<file path="config.mk">
export PLATFORM = sky130hd
export DESIGN_NAME = overture_core_p
export DESIGN_NICKNAME = d
export VERILOG_FILES = /design/src/rtl/overture_pkg.sv /design/src/rtl/overture_call_stack.sv /design/src/rtl/overture_core_p.sv
export SDC_FILE = /design/constraint.sdc
export NUM_CORES = 1
export LEC_CHECK = 0
export BUFFER_PORTS_ARGS = -buffer_cell sky130_fd_sc_hd__buf_2
export CORE_ASPECT_RATIO = 0.5
export CORE_MARGIN = 3
export CORE_UTILIZATION = 25
export CTS_CLUSTER_DIAMETER = 60
export DETAILED_ROUTE_END_ITERATION = 10
export PLACE_DENSITY = 0.43
export SYNTH_ARGS = -nofsm -noshare
export SYNTH_HDL_FRONTEND = slang
export SYNTH_SLANG_ARGS = --single-unit
</file>
<file path="constraint.sdc">
create_clock -name clk -period 3.6 [get_ports clk]
set_clock_uncertainty 0.05 [all_clocks]
set_input_delay 0.54 -clock clk [delete_from_list [all_inputs] [get_ports clk]]
set_output_delay 0.54 -clock clk [all_outputs]
set_load 0.005 [all_outputs]
</file>
<file path="src/rtl/overture_pkg.sv">
// Shared types for the overture accumulator-style core: opcodes, ALU ops,
// branch conditions, FSM states and fault causes.
package overture_pkg;

    typedef enum logic [1:0] {
        OP_IMM  = 2'b00,
        OP_CALC = 2'b01,
        OP_COPY = 2'b10,
        OP_COND = 2'b11
    } opcode_e;

    typedef enum logic [2:0] {
        ALU_OR   = 3'd0,
        ALU_NAND = 3'd1,
        ALU_NOR  = 3'd2,
        ALU_AND  = 3'd3,
        ALU_ADD  = 3'd4,
        ALU_SUB  = 3'd5,
        ALU_XOR  = 3'd6,
        ALU_SHL1 = 3'd7
    } alu_op_e;

    typedef enum logic [2:0] {
        COND_NEVER  = 3'd0,
        COND_EQZ    = 3'd1,
        COND_LTZ    = 3'd2,
        COND_LEZ    = 3'd3,
        COND_ALWAYS = 3'd4,
        COND_NEZ    = 3'd5,
        COND_GEZ    = 3'd6,
        COND_GTZ    = 3'd7
    } cond_e;

    typedef enum logic [1:0] {
        ST_RUN      = 2'd0,
        ST_OUT_WAIT = 2'd1,
        ST_HALT     = 2'd2
    } state_e;

    typedef enum logic [1:0] {
        FAULT_NONE      = 2'b00,
        FAULT_OVERFLOW  = 2'b01,
        FAULT_UNDERFLOW = 2'b10
    } fault_e;

    localparam logic [2:0] IDX_PORT = 3'd6;
    localparam logic [2:0] IDX_RSVD = 3'd7;

endpackage

</file>
<file path="src/rtl/overture_call_stack.sv">
// Return-address stack for CALL/RET. Push and pop are ignored when they
// would overflow or underflow; the core checks full/empty before asking.
module overture_call_stack
    import overture_pkg::*;
#(
    parameter int STACK_DEPTH = 4,
    parameter int PC_W        = 8
) (
    input  logic            clk,
    input  logic            rst,
    input  logic            push,
    input  logic            pop,
    input  logic [PC_W-1:0] push_data,
    output logic [PC_W-1:0] top_data,
    output logic            full,
    output logic            empty
);

    localparam int SP_W  = $clog2(STACK_DEPTH + 1);
    localparam int IDX_W = (STACK_DEPTH > 1) ? $clog2(STACK_DEPTH) : 1;

    logic [SP_W-1:0] sp;
    logic [PC_W-1:0] mem [0:STACK_DEPTH-1];

    assign full     = (sp == SP_W'(STACK_DEPTH));
    assign empty    = (sp == '0);
    assign top_data = mem[IDX_W'(sp - SP_W'(1))];

    always_ff @(posedge clk) begin
        if (rst) begin
            sp <= '0;
        end else if (push && !full) begin
            sp <= sp + SP_W'(1);
        end else if (pop && !empty) begin
            sp <= sp - SP_W'(1);
        end
    end

    // Entry storage needs no reset: only slots below sp are ever read.
    always_ff @(posedge clk) begin
        if (!rst && push && !full) begin
            mem[IDX_W'(sp)] <= push_data;
        end
    end

endmodule

</file>
<file path="src/rtl/overture_core_p.sv">
// Single-cycle 8-bit-instruction core: six registers, a memory-mapped I/O
// port at index 6, conditional jumps/calls on R3, and a sticky stack fault.
module overture_core_p
    import overture_pkg::*;
#(
    parameter int DATA_W      = 8,
    parameter int PC_W        = 8,
    parameter int STACK_DEPTH = 4
) (
    input  logic              clk,
    input  logic              rst,
    output logic [PC_W-1:0]   imem_addr,
    input  logic [7:0]        imem_data,
    input  logic [DATA_W-1:0] in_data,
    input  logic              in_valid,
    output logic              in_ready,
    output logic [DATA_W-1:0] out_data,
    output logic              out_valid,
    input  logic              out_ready,
    output logic              fault,
    output logic [1:0]        fault_code
);

    logic [DATA_W-1:0] regs [0:5];
    logic [PC_W-1:0]   pc, pc_next, pc_inc, stack_top;
    state_e            state, state_next;
    fault_e            fault_code_q, fault_code_next;

    opcode_e           opcode;
    logic [2:0]        src, dst, reg_waddr;
    logic [DATA_W-1:0] src_val, alu_y, reg_wdata;
    logic              cond_true, is_call, reg_we, out_load, out_clear;
    logic              push, pop, full, empty, fault_set;

    assign opcode     = opcode_e'(imem_data[7:6]);
    assign src        = imem_data[5:3];
    assign dst        = imem_data[2:0];
    assign is_call    = imem_data[3];
    assign pc_inc     = pc + PC_W'(1);
    assign imem_addr  = pc;
    assign fault_code = fault_code_q;

    always_comb begin
        if (src == IDX_PORT)      src_val = in_data;
        else if (src == IDX_RSVD) src_val = '0;
        else                      src_val = regs[src];
    end

    always_comb begin
        case (alu_op_e'(imem_data[2:0]))
            ALU_OR:   alu_y = regs[1] | regs[2];
            ALU_NAND: alu_y = ~(regs[1] & regs[2]);
            ALU_NOR:  alu_y = ~(regs[1] | regs[2]);
            ALU_AND:  alu_y = regs[1] & regs[2];
            ALU_ADD:  alu_y = regs[1] + regs[2];
            ALU_SUB:  alu_y = regs[1] - regs[2];
            ALU_XOR:  alu_y = regs[1] ^ regs[2];
            default:  alu_y = regs[1] << 1;
        endcase
    end

    // R3 is compared as a signed value: sign bit gives <0, all-zero gives =0.
    always_comb begin
        case (cond_e'(imem_data[2:0]))
            COND_NEVER:  cond_true = 1'b0;
            COND_EQZ:    cond_true = (regs[3] == '0);
            COND_LTZ:    cond_true = regs[3][DATA_W-1];
            COND_LEZ:    cond_true = regs[3][DATA_W-1] || (regs[3] == '0);
            COND_ALWAYS: cond_true = 1'b1;
            COND_NEZ:    cond_true = (regs[3] != '0);
            COND_GEZ:    cond_true = !regs[3][DATA_W-1];
            default:     cond_true = !regs[3][DATA_W-1] && (regs[3] != '0);
        endcase
    end

    always_comb begin
        state_next      = state;
        pc_next         = pc;
        reg_we          = 1'b0;
        reg_waddr       = dst;
        reg_wdata       = src_val;
        out_load        = 1'b0;
        out_clear       = 1'b0;
        push            = 1'b0;
        pop             = 1'b0;
        fault_set       = 1'b0;
        fault_code_next = FAULT_NONE;
        in_ready        = 1'b0;
        case (state)
            ST_RUN: begin
                case (opcode)
                    OP_IMM: begin
                        reg_we    = 1'b1;
                        reg_waddr = 3'd0;
                        reg_wdata = DATA_W'(imem_data[5:0]);
                        pc_next   = pc_inc;
                    end
                    OP_CALC: begin
                        reg_we    = 1'b1;
                        reg_waddr = 3'd3;
                        reg_wdata = alu_y;
                        pc_next   = pc_inc;
                    end
                    OP_COPY: begin
                        if (src == IDX_RSVD && dst == IDX_RSVD) begin
                            if (empty) begin
                                fault_set       = 1'b1;
                                fault_code_next = FAULT_UNDERFLOW;
                                state_next      = ST_HALT;
                            end else begin
                                pop     = 1'b1;
                                pc_next = stack_top;
                            end
                        end else if (src == IDX_RSVD || dst == IDX_RSVD) begin
                            pc_next = pc_inc;
                        end else begin
                            in_ready = (src == IDX_PORT);
                            // Missing input data stalls with PC and registers held.
                            if (src == IDX_PORT && !in_valid) begin
                                pc_next = pc;
                            end else if (dst == IDX_PORT) begin
                                out_load   = 1'b1;
                                pc_next    = pc_inc;
                                state_next = ST_OUT_WAIT;
                            end else begin
                                reg_we  = 1'b1;
                                pc_next = pc_inc;
                            end
                        end
                    end
                    default: begin
                        if (!cond_true) begin
                            pc_next = pc_inc;
                        end else if (is_call && full) begin
                            fault_set       = 1'b1;
                            fault_code_next = FAULT_OVERFLOW;
                            state_next      = ST_HALT;
                        end else begin
                            push    = is_call;
                            pc_next = regs[0][PC_W-1:0];
                        end
                    end
                endcase
            end
            ST_OUT_WAIT: begin
                if (out_ready) begin
                    out_clear  = 1'b1;
                    state_next = ST_RUN;
                end
            end
            default: ;
        endcase
    end

    always_ff @(posedge clk) begin
        if (rst) begin
            pc           <= '0;
            state        <= ST_RUN;
            out_valid    <= 1'b0;
            out_data     <= '0;
            fault        <= 1'b0;
            fault_code_q <= FAULT_NONE;
            for (int i = 0; i < 6; i++) regs[i] <= '0;
        end else begin
            pc    <= pc_next;
            state <= state_next;
            for (int i = 0; i < 6; i++) begin
                if (reg_we && reg_waddr == 3'(i)) regs[i] <= reg_wdata;
            end
            if (out_load) begin
                out_data  <= src_val;
                out_valid <= 1'b1;
            end else if (out_clear) begin
                out_valid <= 1'b0;
            end
            if (fault_set) begin
                fault        <= 1'b1;
                fault_code_q <= fault_code_next;
            end
        end
    end

    overture_call_stack #(
        .STACK_DEPTH (STACK_DEPTH),
        .PC_W        (PC_W)
    ) u_call_stack (
        .clk       (clk),
        .rst       (rst),
        .push      (push),
        .pop       (pop),
        .push_data (pc_inc),
        .top_data  (stack_top),
        .full      (full),
        .empty     (empty)
    );

endmodule

</file>
**After elaboration in Yosys (flattened, before gate mapping)**

Memories as Yosys holds them, arrays and structs flattened.
Index checks and enable logic that the tools add are counted.

- Add/sub/neg operators: 5
- Equal/unequal tests: 29
- Mux-type cells: 95
- Bitwise logic cells: 11
- Reduce and logical (&&, ||, !) cells: 35

Operators by type and width:

| cell | count |
|---|---|
| 2-to-1 mux 8 bit | 15 |
| 2-to-1 mux 1 bit | 56 |
| case mux 8 bit (7 select lines) | 1 |
| case mux 8 bit (2 select lines) | 2 |
| equality test 3 bit, second input constant | 9 |
| 2-to-1 mux 2 bit | 11 |
| != test 4 bit, second input constant | 4 |
| NOT 8 bit | 2 |
| logical AND 1 bit | 14 |
| equality test 3 x 2 -> 1 bit, second input constant | 4 |
| case mux 2 bit (2 select lines) | 3 |
| logical NOT 3 bit | 3 |
| 2-to-1 mux 3 bit | 3 |
| != test 3 bit, second input constant | 3 |
| AND reduction 9 bit | 1 |
| adder 8 x 1 -> 8 bit, second input constant | 1 |
| adder 8 bit | 1 |
| AND 8 bit | 1 |
| logical NOT 8 bit | 1 |
| != test 4 x 3 -> 1 bit, second input constant | 2 |
| bitwise OR 8 bit | 1 |
| nonzero test 8 bit | 1 |
| subtractor 8 bit | 1 |
| bitwise XOR 8 bit | 1 |
| other kinds (17) | 34 |

- Register bits after elaboration: 25
- Bits in writable memories: 80
- Input bits: 20
- Output and inout bits: 21
- Word-level logic and storage cells: 184
- Memories: 2

Memories:

| name | depth | width | read ports | clocked after memory_dff | write ports | RTL line | source |
|---|---|---|---|---|---|---|---|
| regs | 6 | 8 | 5 | 0 | 6 | overture_core_p.sv:24 | `logic [DATA_W-1:0] regs [0:5];` |
| u_call_stack.mem | 4 | 8 | 1 | 0 | 1 | overture_call_stack.sv:23 | `logic [PC_W-1:0] mem [0:STACK_DEPTH-1];` |

**Depth between registers and ports, before layout**

- Word-level depth: 12
- Mapped depth: 12
- Depth with buffers taken out: 11

**Modules after synthesis**

A second synthesis with hierarchy kept.

- Cells, all modules: 628
- Area, all modules: 6356.1 um^2

By module, submodules not included:

| module | instances | cells an instance | area each (um^2) | seq. area each (um^2) |
|---|---|---|---|---|
| overture_core_p | 1 | 553 | 4922.2 | 1881.8 |
| overture_call_stack | 1 | 75 | 1433.9 | 1021.0 |

**Worst setup path after synthesis**

Ideal clock, no wire load.

- Kind: input to register
- From: input imem_data[1]
- To: memory regs[0][5], data pin
- Setup time: 0.275 ns
- Arrival time: 2.937 ns
- Data required time: 3.275 ns
- Path slack: 0.338 ns
- Stages on the path: 12
- Path buffers: 2
- Cell sequence: buf_4 > and3b_1 > clkbuf_1 > mux2_2 > inv_1 > ha_1 > nor2b_1 > o21ai_0 > a21oi_1 > mux2_2 > o221ai_1 > a21oi_1

RTL lines:

| item | RTL line | source |
|---|---|---|
| start, declared | overture_core_p.sv:13 | `input logic [7:0] imem_data,` |
| end, declared | overture_core_p.sv:24 |  |

==> flow_summary_export.csv <==
group,metric,value,unit
status,status,"completed",
grt,track_usage,14.3,%
sta,max_freq,308,MHz
synthesis,yosys.cell_count.top_type,"nor2_1",
grt,grt_overflow,0,
final_layout,syn2layout_area_growth,14.1,%
power,power.share.clock,34.0,%
route,wl_met2,8.48,mm
route,drt_first_iter_violations,419,
sta,period_share,90.3,%
sta,fin_setup_tns,0,ps
synthesis,synth-edff-count,80,
grt,grt_pass1_vias,4770,
synthesis,ys_top_cells_by_area,"edfxtp_1, dfxtp_1, ha_1, mux4_2, nor2_1",
die,coreArea,24500,um^2
sta,finalHoldViolCount,0,
power,power.density,407,nW/um^2
route,antenna_left,0,
clock_network,cts_tree,"built",
clock_network,clkLatencyLatePin,360,ps
power,p_sw,0.846,mW
final_layout,diodes,0,
placement,dp_hpwl,14.3,mm
clock_network,numCtsBuffers,9,
power,vdd_drop_max,0.000164,V
sta,fin_crit,3250,ps
clock_network,h-tree-depth,3,
route,m1WireLength,9.59,mm
min_path,worstHoldPathType,"flop to flop",
synthesis,ys_types,76,
final_layout,drive_gt1_share,20.5,%
sta,slew_violations,0,
setup_path,startpoint,"regs[2][0]$_SDFFCE_PN0P_",
sta,finalHoldWorstSlack,411,ps
sta,maxSlewHeadroom,42.4,%
die,rows,40,
power,p_leak,2.70,nW
min_path,min_from,"out_data[1]$_SDFFE_PP0P_",
setup_path,crit_type,"flop to flop",
clock_network,cts.sinks,105,
route,wire_per_inst,19.9,um
die,initial_core_util,26.0,%
route,vias_per_cell,4.89,
route,drc,0,
synthesis,synthFlopType,"edfxtp_1",
sta,worst_pin_slew,865,ps
clock_network,cts-root-buf,"clkbuf_16",
setup_path,start_kind,"flop",
synthesis,ys_async_sr_fraction,0,%
die,ios,41,
synthesis,synth-seq-cells,105,
setup_path,path_max_fanout,6,
route,routed_wl,19.3,mm
placement,finalWeightedCongestion,0.856,
clock_network,cts_resized,0,
die,die-area,27600,um^2
die,fp.dieW,232,um
power,p_int,2.11,mW
synthesis,synth.yosys.seq_area_share,45.6,%
power,switching_share,28.6,%
route,vias,4737,
die,die_height,119,um
sta,setup_viol,0,
route,routed.top_layer,"met4",
setup_path,arrival,3420,ps
final_layout,nFillCells,2592,
clock_network,cts_setup_buffers,0,
synthesis,ys_warn_count,0,
setup_path,reg2reg_from,"regs[2][0]$_SDFFCE_PN0P_",
sta,rsz0062_at_grt,"no",
synthesis,yosysTopAreaCell,"edfxtp_1",
grt,grt_max_degree,40,
power,power_frac_seq,48.0,%
synthesis,synth_commonest_cells,"nor2_1, edfxtp_1, a21oi_1, inv_1, nand2_1",
placement,io_buffers,40,
route,dr_wl_met3,929,um
power,p_comb_share,18.0,%
synthesis,synth_nets,642,
final_layout,stdcell_area,7270,um^2
synthesis,syn_inst,589,
grt,grt_pass1_wl,29.6,mm
grt,antenna_found_initial,0,
synthesis,yosysTopAreaCellShare,37.7,%
clock_network,cts_buffer_depth,2,
flow_run,maxCapViolations,0,
synthesis,netlist_area,6370,um^2
route,first_pass_iters,5,
synthesis,post_synth.cell_area_avg,10.8,um^2
final_layout,finalNetCount,681,
placement,dpl_cell_area,6970,um^2
setup_path,crit_required,3770,ps
clock_network,clkTransAtPathRegs,80,ps
setup_path,crit_path_end_kind,"flop",
clock_network,cts_hold_buf,0,
-- cells by family after synthesis --
kind of cell | Yosys count | synth area share (%)
mux | 39 | 9.47
simple gates | 191 | 14.4
buf+inv | 68 | 4.85
xor+xnor | 17 | 2.63
compound gates | 136 | 16.5
flops | 105 | 45.6
fa+ha+maj | 33 | 6.60
-- metal layers --
metal	GRT usage, %	up-vias
met4	3.67	0
met3	3.06	20
met5	0	-
li1	-	2254
met2	21.4	97
met1	20.9	2366
-- final cells by class --
| cell class | instances | area (um^2) | share of cell area (%) |
|---|---|---|---|
| clock inverters | 7 | 70.1 | 0.964 |
| multi-input cells | 416 | 3160 | 43.5 |
| flip-flops and latches | 105 | 2900 | 39.9 |
| well taps | 336 | 420 | 5.79 |
| repair buffers | 61 | 358 | 4.92 |
| clock buffers | 9 | 225 | 3.10 |
| inverters | 35 | 131 | 1.81 |
-- worst max-delay path, stage by stage, from the launching register on --
cell      delay, ps
edfxtp_1        450
inv_1           120
ha_1            230
mux2_2          290
inv_1            60
ha_1            210
nor2b_1         120
o21ai_0         470
a21boi_0        180
o32a_1          380
o221a_2         390
nor2_1          150
-- metrics by stage --
| step | setup WS [ps] | utilization (%) | std cells | total power, mW |
|---|---|---|---|---|
| after floorplan | 338 | - | 589 | 1.78 |
| after global placement | 246 | 28.4 | 953 | 1.98 |
| after detailed placement | 235 | 28.4 | 953 | 1.98 |
| after CTS | 380 | 29.6 | 969 | 2.98 |
| after global routing | 242 | 29.6 | 969 | 3.08 |
| final | 349 | 29.6 | 969 | 2.96 |
-- cells in the final DEF (no fill, tap or decap), types with 6 or more instances in the layout --
cell type / n
a211oi_2: 7
a21o_1: 6
a21oi_1: 35
a221oi_2: 9
a31oi_1: 9
and2_1: 6
buf_2: 40
buf_4: 21
clkbuf_16: 9
dfxtp_1: 25
edfxtp_1: 80
ha_1: 32
inv_1: 34
mux2_2: 7
mux2i_1: 16
mux4_2: 15
nand2_1: 33
nand2b_1: 12
nand3_1: 12
nor2_1: 82
nor2b_1: 8
nor3_1: 8
o21ai_0: 15
o22ai_1: 6
xnor2_1: 12
-- power groups by stage --
stage,clock network [mW],registers (mW),logic [mW]
2_1_floorplan,0,1.42,0.362
3_3_place_gp,0,1.45,0.532
3_5_place_dp,0,1.45,0.530
4_1_cts,1.03,1.42,0.534
5_1_grt,1.07,1.42,0.584
6_report,1.01,1.42,0.532
-- path summary, 6_finish.rpt --
path	end	slack (ps)	cells after the start
setup / recovery	regs[2][3]$_SDFFCE_PN0P_	350	11
hold reg to reg	out_data[1]$_SDFFE_PP0P_	410	2
hold / removal	out_data[1]$_SDFFE_PP0P_	410	2
setup reg to reg	regs[2][3]$_SDFFCE_PN0P_	350	11
-- state kept, by name, indices dropped and copies added, names as in the netlist --
signal and flops:
fault 1, fault_code 2, imem_addr 8, out_data 8, out_valid 1, regs 48
state 2, u_call_stack.mem 32, u_call_stack.sp 3
Power figures use the tool's default switching activity.
